**src/rtl/ham_pkg.sv**
```systemverilog
// ============================================================================
// Module      : ham_pkg
// Description : Shared types, constants and the (15,11) Hamming encoder.
// Revision    : 1.0 - initial release
// ============================================================================
`default_nettype none

package ham_pkg;

    typedef logic [11:1] ham_data_t;
    typedef logic [15:1] ham_code_t;

    localparam int P1_POS = 1;
    localparam int P2_POS = 2;
    localparam int P4_POS = 4;
    localparam int P8_POS = 8;

    localparam logic [3:0] CNT_FIRST = 4'd1;
    localparam logic [3:0] CNT_LAST  = 4'd15;

    typedef enum logic [0:0] {
        ST_IDLE = 1'b0,
        ST_SEND = 1'b1
    } ham_state_t;

    // Data bits fill the non-power-of-two positions in ascending order.
    function automatic ham_code_t ham_encode(input ham_data_t d);
        ham_code_t c;
        c = {d[11:5], 1'b0, d[4:2], 1'b0, d[1], 2'b00};
        c[P1_POS] = d[1] ^ d[2] ^ d[4] ^ d[5] ^ d[7] ^ d[9]  ^ d[11];
        c[P2_POS] = d[1] ^ d[3] ^ d[4] ^ d[6] ^ d[7] ^ d[10] ^ d[11];
        c[P4_POS] = d[2] ^ d[3] ^ d[4] ^ d[8] ^ d[9] ^ d[10] ^ d[11];
        c[P8_POS] = d[5] ^ d[6] ^ d[7] ^ d[8] ^ d[9] ^ d[10] ^ d[11];
        return c;
    endfunction

endpackage

`default_nettype wire

```
**src/rtl/ham_tx_if.sv**
```systemverilog
// ============================================================================
// Module      : ham_tx_if
// Description : Data handshake and serial output bundle of the Hamming TX.
// Revision    : 1.0 - initial release
// ============================================================================
`default_nettype none

interface ham_tx_if;
    import ham_pkg::*;

    ham_data_t data_in;
    logic      data_valid;
    logic      data_ready;
    logic      ser_out;
    logic      ser_frame;
    logic      word_done;
    ham_code_t enc_out;

    modport master (
        output data_in, data_valid,
        input  data_ready, ser_out, ser_frame, word_done, enc_out
    );

    modport slave (
        input  data_in, data_valid,
        output data_ready, ser_out, ser_frame, word_done, enc_out
    );
endinterface

`default_nettype wire

```
**src/rtl/ham_fifo.sv**
```systemverilog
// ============================================================================
// Module      : ham_fifo
// Description : Circular codeword buffer with wrap-bit read/write pointers.
// Revision    : 1.0 - initial release
// ============================================================================
`default_nettype none

module ham_fifo
    import ham_pkg::*;
#(
    parameter int FIFO_DEPTH = 4
) (
    input  wire logic      clock,
    input  wire logic      reset_n,
    input  wire logic      push,
    input  wire logic      pop,
    input  wire ham_code_t wdata,
    output ham_code_t      rdata,
    output logic           full,
    output logic           empty
);
    localparam int AW = $clog2(FIFO_DEPTH);

    logic [AW:0] r_wptr;
    logic [AW:0] r_rptr;
    ham_code_t   r_mem [FIFO_DEPTH];
    logic        w_do_push;
    logic        w_do_pop;

    assign full      = (r_wptr[AW-1:0] == r_rptr[AW-1:0]) && (r_wptr[AW] != r_rptr[AW]);
    assign empty     = (r_wptr == r_rptr);
    assign w_do_push = push && !full;
    assign w_do_pop  = pop && !empty;
    assign rdata     = r_mem[r_rptr[AW-1:0]];

    always_ff @(posedge clock) begin
        if (!reset_n) begin
            r_wptr <= '0;
            r_rptr <= '0;
        end else begin
            if (w_do_push) r_wptr <= r_wptr + 1'b1;
            if (w_do_pop)  r_rptr <= r_rptr + 1'b1;
        end
    end

    always_ff @(posedge clock) begin
        if (w_do_push) r_mem[r_wptr[AW-1:0]] <= wdata;
    end
endmodule

`default_nettype wire

```
**src/rtl/ham_tx.sv**
```systemverilog
// ============================================================================
// Module      : ham_tx
// Description : Hamming (15,11) encoder, codeword FIFO and LSB-first serializer.
// Revision    : 1.0 - initial release
// ============================================================================
`default_nettype none

module ham_tx
    import ham_pkg::*;
#(
    parameter int FIFO_DEPTH = 4
) (
    input  wire logic clock,
    input  wire logic reset_n,
    ham_tx_if.slave   bus
);
    ham_state_t r_state;
    ham_state_t w_state_nxt;
    ham_code_t  r_code;
    ham_code_t  w_code_nxt;
    logic [3:0] r_cnt;
    logic [3:0] w_cnt_nxt;
    logic       w_pop;
    logic       w_push;
    logic       w_full;
    logic       w_empty;
    ham_code_t  w_head;
    ham_code_t  w_enc;

    assign w_enc  = ham_encode(bus.data_in);
    assign w_push = bus.data_valid && bus.data_ready;

    ham_fifo #(.FIFO_DEPTH(FIFO_DEPTH)) u_fifo (
        .clock   (clock),
        .reset_n (reset_n),
        .push    (w_push),
        .pop     (w_pop),
        .wdata   (w_enc),
        .rdata   (w_head),
        .full    (w_full),
        .empty   (w_empty)
    );

    // r_code is both the shift source and the debug view of the codeword.
    assign bus.data_ready = reset_n && !w_full;
    assign bus.ser_frame  = (r_state == ST_SEND);
    assign bus.ser_out    = (r_state == ST_SEND) ? r_code[r_cnt] : 1'b0;
    assign bus.word_done  = (r_state == ST_SEND) && (r_cnt == CNT_LAST);
    assign bus.enc_out    = r_code;

    always_ff @(posedge clock) begin
        if (!reset_n) begin
            r_state <= ST_IDLE;
            r_code  <= '0;
            r_cnt   <= '0;
        end else begin
            r_state <= w_state_nxt;
            r_code  <= w_code_nxt;
            r_cnt   <= w_cnt_nxt;
        end
    end

    always_comb begin
        w_state_nxt = r_state;
        w_code_nxt  = r_code;
        w_cnt_nxt   = r_cnt;
        w_pop       = 1'b0;
        case (r_state)
            ST_IDLE: begin
                if (!w_empty) begin
                    w_pop       = 1'b1;
                    w_code_nxt  = w_head;
                    w_cnt_nxt   = CNT_FIRST;
                    w_state_nxt = ST_SEND;
                end
            end
            ST_SEND: begin
                if (r_cnt == CNT_LAST) begin
                    if (!w_empty) begin
                        w_pop      = 1'b1;
                        w_code_nxt = w_head;
                        w_cnt_nxt  = CNT_FIRST;
                    end else begin
                        w_code_nxt  = '0;
                        w_cnt_nxt   = '0;
                        w_state_nxt = ST_IDLE;
                    end
                end else begin
                    w_cnt_nxt = r_cnt + 4'd1;
                end
            end
            default: w_state_nxt = ST_IDLE;
        endcase
    end
endmodule

`default_nettype wire

```
**src/flat_wrapper.sv**
```systemverilog
// flat-port wrapper written by rule: the top's interface ports become plain ports
module ham_tx_flat import ham_pkg::*;
#(
    parameter int FIFO_DEPTH = 4
)
  (clock, reset_n, bus_data_in, bus_data_valid, bus_data_ready, bus_ser_out, bus_ser_frame, bus_word_done, bus_enc_out);
  ham_tx_if bus_i ();
  input  wire logic clock;
  input  wire logic reset_n;
  input wire logic [$bits(bus_i.data_in)-1:0] bus_data_in;
  input wire logic [$bits(bus_i.data_valid)-1:0] bus_data_valid;
  output wire logic [$bits(bus_i.data_ready)-1:0] bus_data_ready;
  output wire logic [$bits(bus_i.ser_out)-1:0] bus_ser_out;
  output wire logic [$bits(bus_i.ser_frame)-1:0] bus_ser_frame;
  output wire logic [$bits(bus_i.word_done)-1:0] bus_word_done;
  output wire logic [$bits(bus_i.enc_out)-1:0] bus_enc_out;
  assign bus_i.data_in = bus_data_in;
  assign bus_i.data_valid = bus_data_valid;
  assign bus_data_ready = bus_i.data_ready;
  assign bus_ser_out = bus_i.ser_out;
  assign bus_ser_frame = bus_i.ser_frame;
  assign bus_word_done = bus_i.word_done;
  assign bus_enc_out = bus_i.enc_out;
  ham_tx #(.FIFO_DEPTH(FIFO_DEPTH)) u_core (.clock(clock), .reset_n(reset_n), .bus(bus_i));
endmodule
```
**config.mk**
```make
export PLATFORM = sky130hd
export DESIGN_NAME = ham_tx_flat
export DESIGN_NICKNAME = d
export VERILOG_FILES = /design/src/rtl/ham_pkg.sv /design/src/rtl/ham_tx_if.sv /design/src/rtl/ham_fifo.sv /design/src/rtl/ham_tx.sv /design/src/flat_wrapper.sv
export SDC_FILE = /design/constraint.sdc
export NUM_CORES = 1
export LEC_CHECK = 0
export BUFFER_PORTS_ARGS = -buffer_cell sky130_fd_sc_hd__buf_4
export CAP_MARGIN = 5
export CORE_AREA = 5 5 102 104
export DETAILED_ROUTE_END_ITERATION = 8
export DIE_AREA = 0 0 107 109
export PLACE_DENSITY = 0.6
export SKIP_CTS_REPAIR_TIMING = 1
export SLEW_MARGIN = 20
export SYNTH_ARGS = -nofsm -noshare
export SYNTH_HDL_FRONTEND = slang
export SYNTH_SLANG_ARGS = --single-unit
```
**constraint.sdc**
```tcl
create_clock -name clock -period 2.5 [get_ports clock]
set_input_delay 0 -clock clock [delete_from_list [all_inputs] [get_ports clock]]
set_output_delay 0 -clock clock [all_outputs]
set_load 0.01 [all_outputs]
```
Word level (Yosys, flattened, before mapping)

Memory sizes are Yosys's and may differ from the RTL's. A register that Yosys moved wholly into a read port is not among the register bits.
Cells that the tools add are included.

$lt $le $gt $ge: 1
Add/sub/neg operators: 3
Reduce and logical (&&, ||, !) cells: 9
Mux-type cells: 20
Equal/unequal tests: 6
Bitwise logic cells: 25

Operators with widths:

| cell                                                                  | number |
|---|---|
| 15-bit two-way mux                                                    | 3 |
| 15-bit one-hot mux with 2 select lines                                | 1 |
| 1-bit XOR                                                             | 24 |
| 1-bit two-way mux                                                     | 8 |
| 4-bit two-way mux                                                     | 2 |
| 4-bit one-hot mux with 2 select lines                                 | 1 |
| 3-bit by 1-bit adder with 3-bit output (second input constant)        | 2 |
| 1-bit logical AND                                                     | 6 |
| 4-bit by 5-bit < comparator with 1-bit output (second input constant) | 1 |
| 4-bit by 1-bit adder with 4-bit output (second input constant)        | 1 |
| 1-bit binary-select mux with 4-bit select                             | 1 |
| 4-bit equality test (second input constant)                           | 1 |
| 2-bit two-way mux                                                     | 2 |
| 2-bit inequality test (second input constant)                         | 2 |
| 1-bit one-hot mux with 2 select lines                                 | 2 |
| 3-bit equality test                                                   | 1 |
| 2-bit equality test                                                   | 1 |
| 1-bit logical NOT                                                     | 2 |
| 2-bit AND reduction                                                   | 1 |
| 1-bit inequality test                                                 | 1 |
| 1-bit NOT                                                             | 1 |

Register bits after elaboration: 26
Word-level logic and storage cells: 70
Memory bits (writable): 60
Memories kept: 1

Memories:

| name                | words | bits a word | rd ports | clocked after Yosys merged registers in | write ports | line           | text |
|---|---|---|---|---|---|---|---|
| u_core.u_fifo.r_mem | 4     | 15          | 1        | 1                                       | 1           | ham_fifo.sv:26 | `ham_code_t r_mem [FIFO_DEPTH];` |

Longest topological paths before layout

Gate-level depths: netlist of run 1.

Word-level depth: 8
Mapped depth: 6

By module

From an unflattened synthesis of run 1, not the netlist that was laid out.

Cells, all modules: 263
Area total of the unflattened synthesis: 3891.2 um^2

By module, submodules not included:

| module   | cells an instance | area each (um^2) | sequential area each (um^2) | times used |
|---|---|---|---|---|
| ham_fifo | 146               | 2730.1           | 1961.9                      | 1 |
| ham_tx   | 117               | 1161.1           | 400.4                       | 1 |

Least setup slack after synthesis of run 1

No wires, ideal clock.

Kind: register to register
Start: register u_core.u_fifo.r_wptr[0]
End: memory u_core.u_fifo.r_mem[1][0] (netlist bit) (enable)
Setup slack: 0.709 ns
Data arrival time: 1.418 ns
Stages on the path, launching flop included: 5
Library setup time: 0.372 ns
Required time: 2.128 ns
Cells stage by stage: dfxtp_1 xor2_2 o31a_1 buf_2 and3_1

Cells in the longest elaborated chain, start to end: 8

Ends and longest elaborated chain:

| what                                    | line                         | text |
|---|---|---|
| start, declared                         | ham_fifo.sv:24               | `logic [AW:0] r_wptr;` |
| start signal, assigned                  | ham_fifo.sv:41               | `if (w_do_push) r_wptr <= r_wptr + 1'b1;` |
| 2-bit equality test                     | ham_fifo.sv:30               | `assign full = (r_wptr[AW-1:0] == r_rptr[AW-1:0]) && (r_wptr[AW] != r_rptr[AW]);` |
| 1-bit logical AND                       | ham_fifo.sv:30               |  |
| 1-bit logical NOT                       | ham_fifo.sv:32, ham_tx.sv:45 |  |
| 1-bit logical AND                       | ham_tx.sv:45                 | `assign bus.data_ready = reset_n && !w_full;` |
| 1-bit logical AND                       | ham_tx.sv:31                 | `assign w_push = bus.data_valid && bus.data_ready;` |
| 1-bit logical AND                       | ham_fifo.sv:32               | `assign w_do_push = push && !full;` |
| 1-bit two-way mux                       | ham_fifo.sv:47               | `if (w_do_push) r_mem[r_wptr[AW-1:0]] <= wdata;` |
| 1-bit two-way mux (not written as such) | ham_fifo.sv:47               |  |
| end, declared                           | ham_fifo.sv:26               |  |

Parallel ways exist; a longest one is shown, timed or not.

Worst setup path in the final report of run 1

Start: register u_core.u_fifo.r_wptr[0]
End: memory u_core.u_fifo.r_mem[1][3] (netlist bit) (enable)

The elaborated chain is that of the path after synthesis.

==> impl_metrics.py, run 1 <==
metrics = {
    "run_status": {
        "outcome": "complete, no violations",
    },
    "power": {
        "power.clock.fraction": 0.245,
        "p_switching_mw": 1.24,
        "sw_frac_of_total": 0.307,
        "finalPower_mw": 4.05,
        "pwr-share-comb": 0.273,
        "seq_power_share": 0.483,
        "power.density_nw_per_um2": 933,
        "peakVddDrop_mv": 0.290,
        "leakagePower_nw": 1.53,
        "p_int_mw": 2.80,
    },
    "clock_tree": {
        "cts_tree": "done",
        "tritoncts.num_buffers": 9,
        "htree_num_levels": 3,
        "cts_buffer_depth": 2,
        "cts.clk_slew.worst_paths_ns": 0.08,
        "cts_root_buffer": "clkbuf_8",
        "cts.sinks": 88,
        "clkLatencyLatePin_ns": 0.35,
    },
    "synthesis": {
        "synthSimpleGateAreaFrac": 0.0506,
        "ys_top_cells_by_area": "edfxtp_1 49%, dfxtp_1 15%, mux4_2 7.3%",
        "synth_seq_area_share": 0.641,
        "syn_area_um2": 3680,
        "synth_compound_area_frac": 0.0829,
        "synth.distinct_cells": 39,
        "syn_avg_cell_area_um2": 16.1,
        "synth_adder_area_share": 0.0204,
        "syn_nets": 249,
        "synthMuxAreaShare": 0.115,
        "synth_top_cell_by_area": "edfxtp_1",
        "synth_edf_count": 60,
        "async_flop_share": 0,
        "ys.flop_type": "edfxtp_1",
        "synthXorXnorAreaFrac": 0.0611,
        "synth-warning-count": 0,
        "synth_cells": 229,
        "synth_top_family_by_area": "multiplexers",
        "synth_top_area_frac": 0.489,
        "ys_ff_latch": 88,
    },
    "place": {
        "globalplace.congestion": 0.746,
        "portBuffers": 32,
        "post_dp_cell_area_um2": 4030,
        "dp_hpwl_um": 4790,
    },
    "finish": {
        "multi_input_area_um2": 1220,
        "fin_nets": 295,
        "syn_to_final_growth_pct": 17.7,
        "regArea_um2": 2360,
        "final_area_um2": 4340,
        "antenna_cells": 0,
        "drive_gt1_frac": 0.250,
        "final_util": 0.459,
        "num-fill-cells": 829,
    },
    "critical_path": {
        "worstSetupStartpointType": "flip-flop",
        "crit_start": "u_core.u_fifo.r_wptr[0]",
        "r2r-start": "u_core.u_fifo.r_wptr[0]",
        "critPathArrivalTime_ns": 1.86,
        "crit_type": "flip-flop to flip-flop",
        "crit_required_ns": 2.54,
        "crit-reg2reg-capture": "u_core.u_fifo.r_mem[1][3]",
        "setup.worst_path.end": "u_core.u_fifo.r_mem[1][3]",
        "endpoint_kind": "flip-flop",
        "r2r_slack_ns": 0.67,
        "rr_worst_depth": 4,
        "worst-path-max-fanout": 15,
    },
    "timing": {
        "setup_tns_ns": 0,
        "fmax_mhz": 547,
        "period_share": 0.732,
        "worst_pin_slew_ns": 0.752,
        "relSlewSlack": 0.498,
        "hold_viol": 0,
        "hold_ws_ns": 0.0433,
        "drv_slew": 0,
        "rsz0062_at_grt": "no",
        "setup_violations": 0,
        "period_minus_slack_ns": 1.83,
        "fin_worst_skew_ns": 0.0119,
    },
    "die": {
        "core_um2": 9460,
        "fp-row-count": 36,
        "die-area_um2": 11700,
        "die_h_um": 109,
        "initial_core_util": 0.390,
        "io_pins": 33,
        "die_width_um": 107,
    },
    "global_route": {
        "grt_pass1_vias": 2043,
        "grt_overflow": 0,
        "antenna_found_initial": 0,
        "grtUsageTotal": 0.128,
        "grt_max_degree": 29,
        "grt_pass1_wl_um": 11100,
    },
    "routing": {
        "drtIter0Drc": 112,
        "wl_per_cell_um": 17.9,
        "routed_wl_um": 7050,
        "vias": 2071,
        "vias_per_cell": 5.26,
        "drc_errors": 0,
        "detail-route-antenna-nets": 0,
        "firstDrtPassIters": 4,
    },
    "worst_hold_path": {
        "hold_class": "input port to flip-flop",
    },
    "flow_run": {
        "maxCapViolCount": 0,
    },
}
## sequential cells by signal, indices dropped and copies added (netlist names), named ones only
signal,count
u_core.bus.enc_out,15
u_core.bus.ser_frame,1
u_core.r_cnt,4
u_core.u_fifo.r_mem,60
u_core.u_fifo.r_rptr,3
u_core.u_fifo.r_wptr,3
## synthesized netlist by cell type (all sizes together), types with 2 or more instances
cell and count:
nand3 8, nand2 7, mux4 16, inv 4, xnor2 15, and3 5, ha 6, dfxtp 28
xor2 9, nor2 5, o31ai 2, clkbuf 7, edfxtp 60, buf 7, nand3b 3, nor3 2
a32o 15, nor2b 2, mux2i 5, a21oi 8
## area by class of cell
| type | instances | share of cell area |
|---|---|---|
| clock buffer | 9 | 0.0286 |
| clock inverter | 7 | 0.0179 |
| inverter | 5 | 0.00433 |
| multi-input combinational | 122 | 0.281 |
| sequential | 88 | 0.545 |
| tap | 114 | 0.0329 |
| timing repair buffer | 49 | 0.0911 |
## power groups by stage
| stage | clock network (mW) | logic, mW | registers [mW] |
|---|---|---|---|
| CTS | 1.02 | 1.11 | 1.96 |
| global route | 1.09 | 1.21 | 1.99 |
| global placement | 0 | 1.09 | 1.99 |
| detailed placement | 0 | 1.11 | 1.99 |
| finish | 0.990 | 1.10 | 1.95 |
| floorplan | 0 | 0.758 | 1.97 |
## layout by cell type, fill, tap and decap left out, types with 2 or more instances in the layout
master         count
nand3b_1           3
clkinv_4           2
dlygate4sd3_1     11
mux4_2            12
and3_1             5
inv_1              4
ha_1               6
o31ai_1            2
clkbuf_8           9
inv_6              3
mux4_1             4
xor2_2             2
nor2b_1            2
xnor2_1           15
edfxtp_1          60
nand3_1            8
nor2_1             5
buf_4             38
a32o_1            15
dfxtp_1           28
a21oi_1            8
clkinv_1           2
nand2_1            7
mux2i_1            5
xor2_1             7
## per-stage QoR
step,setup WS [ns],std cells
global placement,0.745,367
global route,0.537,394
detailed placement,0.666,367
finish,0.670,394
CTS,0.658,383
floorplan,0.709,229
## worst max-delay path, cell delays in order (launching register included)
cell     delay, ns
dfxtp_1       0.47
xor2_2        0.24
o31a_1        0.36
and3_1        0.21
buf_4         0.25
## worst min path at each step
| stage | start | end | slack, ns | depth (start not counted) |
|---|---|---|---|---|
| 4_1_cts | bus_data_in[2] | u_core.u_fifo.r_mem[1][5] | -0.16 | 1 |
| 3_5_place_dp | bus_data_in[2] | u_core.u_fifo.r_mem[2][5] | 0.22 | 1 |
| 5_1_grt | reset_n | u_core.r_cnt[0] | 0.03 | 2 |
| 2_1_floorplan | bus_data_in[6] | u_core.u_fifo.r_mem[0][10] | 0.1 | 0 |
| 6_report | reset_n | u_core.r_cnt[0] | 0.04 | 2 |
| 3_3_place_gp | bus_data_in[2] | u_core.u_fifo.r_mem[1][5] | 0.22 | 1 |
## cells by family after synthesis
logic type | count (synthesis)
AO/OA/AOI/OAI | 36
XOR/XNOR | 24
adder cells (fa/ha/maj) | 6
buffers and inverters | 19
flip-flops | 88
multiplexers | 21
AND/OR/NAND/NOR | 35
## metal layers
metal | track usage | vias up | routed length (µm)
met3 | 0.0249 | 6 | 295
met1 | 0.180 | 1030 | 3300
li1 | - | 991 | -
met5 | 0 | - | 0
met2 | 0.191 | 44 | 3360
met4 | 0.0630 | 0 | 95
(Power assumes the default switching activity.)
==> inputs of run 2 (changes only) <==
--- a/config.mk
+++ b/config.mk
@@ -10,7 +10,7 @@
 export CORE_AREA = 5 5 102 104
 export DETAILED_ROUTE_END_ITERATION = 8
 export DIE_AREA = 0 0 107 109
-export PLACE_DENSITY = 0.6
+export PLACE_DENSITY = 0.62
 export SKIP_CTS_REPAIR_TIMING = 1
 export SLEW_MARGIN = 20
 export SYNTH_ARGS = -nofsm -noshare
==> constraint.sdc (replaced) <==
create_clock -name clock -period 1.6 [get_ports clock]
set_input_delay 0 -clock clock [delete_from_list [all_inputs] [get_ports clock]]
set_output_delay 0 -clock clock [all_outputs]
set_load 0.01 [all_outputs]
==> impl_metrics.py, run 2 (synthesis gave the netlist of run 1 again) <==
metrics = {
    "run_status": {
        "outcome": "finished, violations left",
        "violations": "setup timing",
    },
    "finish": {
        "most-common-layout-cells": "60 x edfxtp_1, 51 x buf_4, 27 x dfxtp_1",
        "antenna_cells": 0,
        "drive_gt1_frac": 0.338,
        "final_area_um2": 4610,
        "syn_to_final_growth_pct": 25.0,
        "final_util": 0.487,
        "final_common_cell": "edfxtp_1",
        "largest_reg_flops": 60,
        "fin_nets": 314,
        "layout.cells.non_filler": 413,
        "num-fill-cells": 818,
    },
    "place": {
        "post-place-cells": 381,
        "portBuffers": 32,
        "post_dp_cell_area_um2": 4150,
        "dp_hpwl_um": 4810,
        "globalplace.congestion": 0.772,
    },
    "critical_path": {
        "crit-reg2reg-capture": "u_core.bus.enc_out[10]",
        "setup.worst_path.end": "bus_ser_out",
        "critPathMaxStageDelay_ns": 0.49,
        "crit_path_cell_trace": "buf_6 -> mux4_2 -> nor2b_1 -> o31ai_1 -> buf_4",
        "crit_start": "u_core.r_cnt[0]",
        "endpoint_kind": "output pin",
        "crit_type": "flip-flop to output pin",
        "r2r_slack_ns": 0.03,
        "critPathArrivalTime_ns": 1.69,
        "r2r-start": "u_core.r_cnt[0]",
        "crit_required_ns": 1.60,
        "cpMaxStageDelayCell": "mux4_2",
        "worstSetupStartpointType": "flip-flop",
        "rr_worst_depth": 6,
        "worst-path-max-fanout": 6,
    },
    "timing": {
        "hold_viol": 0,
        "setup_tns_ns": -0.0890,
        "relSlewSlack": 0.731,
        "setup_slack_ns": -0.0890,
        "setup_violations": 1,
        "fin_worst_skew_ns": 0.0141,
        "period_share": 1.06,
        "worst_pin_slew_ns": 0.400,
        "drv_slew": 0,
        "rsz0062_at_grt": "yes",
        "period_minus_slack_ns": 1.69,
        "fmax_mhz": 592,
    },
    "power": {
        "peakVddDrop_mv": 0.578,
        "seq_power_share": 0.446,
        "p_switching_mw": 2.19,
        "sw_frac_of_total": 0.324,
        "power.clock.fraction": 0.221,
        "leakagePower_nw": 1.63,
        "power.density_nw_per_um2": 1470,
        "p_int_mw": 4.57,
        "finalPower_mw": 6.76,
        "pwr-share-comb": 0.333,
    },
    "clock_tree": {
        "cts_tree": "done",
        "cts_buffer_depth": 2,
        "htree_num_levels": 3,
        "clkLatencyLatePin_ns": 0.36,
        "cts.sinks": 88,
        "tritoncts.num_buffers": 9,
        "cts.clk_slew.worst_paths_ns": 0.09,
        "cts_root_buffer": "clkbuf_8",
    },
    "global_route": {
        "antenna_found_initial": 0,
        "grt_overflow": 0,
        "grt_pass1_wl_um": 11200,
        "grt_pass1_vias": 2104,
        "grt_max_degree": 29,
        "grtUsageTotal": 0.126,
    },
    "die": {
        "core_um2": 9460,
        "fp-row-count": 36,
        "die_width_um": 107,
        "initial_core_util": 0.390,
        "die_h_um": 109,
        "die-area_um2": 11700,
        "io_pins": 33,
    },
    "routing": {
        "vias": 2216,
        "drc_errors": 0,
        "vias_per_cell": 5.37,
        "detail-route-antenna-nets": 0,
        "routed_wl_um": 7600,
        "drtIter0Drc": 85,
        "firstDrtPassIters": 4,
        "wl_per_cell_um": 18.4,
    },
    "worst_hold_path": {
        "hold_class": "input port to flip-flop",
    },
    "flow_run": {
        "maxCapViolCount": 0,
    },
}
==> run 2: changes by cell type in the layout (fill, tap and decap cells not counted), moves of 2 or more <==
cell	change
inv_8	+4
inv_6	-2
buf_6	+2
buf_4	+13
xnor2_1	-2
xnor2_2	+2
and3_4	+5
o32a_4	+2
and3_1	-5
==> run 2: worst max-delay path, delay by kind of cell (launching register included) <==
family,cells,cell delay (ns)
multiplexers,1,0.49
flip-flops,1,0.37
buffers and inverters,2,0.27
AND/OR/NAND/NOR,1,0.13
AO/OA/AOI/OAI,1,0.08
==> run 2: per-stage QoR <==
stage,hold WS [ns],worst slack [ns]
after floorplan,0.0989,-0.0252
after global placement,0.219,-0.0313
after detailed placement,0.225,-0.0408
after global routing,0.0281,-0.169
after CTS,-0.157,-0.233
final,0.0383,-0.0890
==> run 2: power groups by stage <==
stage / clock network, mW / logic (mW) / registers, mW
after floorplan: 0 / 1.19 / 3.08
after global placement: 0 / 1.95 / 3.04
after detailed placement: 0 / 1.96 / 3.05
after CTS: 1.53 / 1.96 / 3.00
after global routing: 1.64 / 2.44 / 3.05
final: 1.49 / 2.25 / 3.01
==> run 2: layer usage <==
layer	vias to the layer above	routed length (µm)	track usage
met5	-	0	0
met4	0	129	0.0584
met3	10	241	0.0213
met2	48	3830	0.198
met1	1123	3400	0.172
li1	1035	-	-
==> run 2: layout make-up <==
type | instances | area [µm²] | share of cell area
multi-input combinational | 125 | 1350 | 0.293
sequential | 88 | 2370 | 0.514
timing repair buffer | 65 | 536 | 0.116
inverter | 5 | 18.8 | 0.00407
clock buffer | 9 | 124 | 0.0269
clock inverter | 7 | 70.1 | 0.0152
tap | 114 | 143 | 0.0310
==> run 2: worst min-delay path by stage <==
stage                        start                         end  slack (ns)  cells after the start
floorplan           bus_data_in[6]  u_core.u_fifo.r_mem[0][10]         0.1                      0
global placement    bus_data_in[2]   u_core.u_fifo.r_mem[2][5]        0.22                      1
detailed placement  bus_data_in[2]   u_core.u_fifo.r_mem[2][5]        0.22                      1
CTS                 bus_data_in[2]   u_core.u_fifo.r_mem[0][5]       -0.16                      1
global route               reset_n             u_core.r_cnt[0]        0.03                      2
finish                     reset_n             u_core.r_cnt[0]        0.04                      2
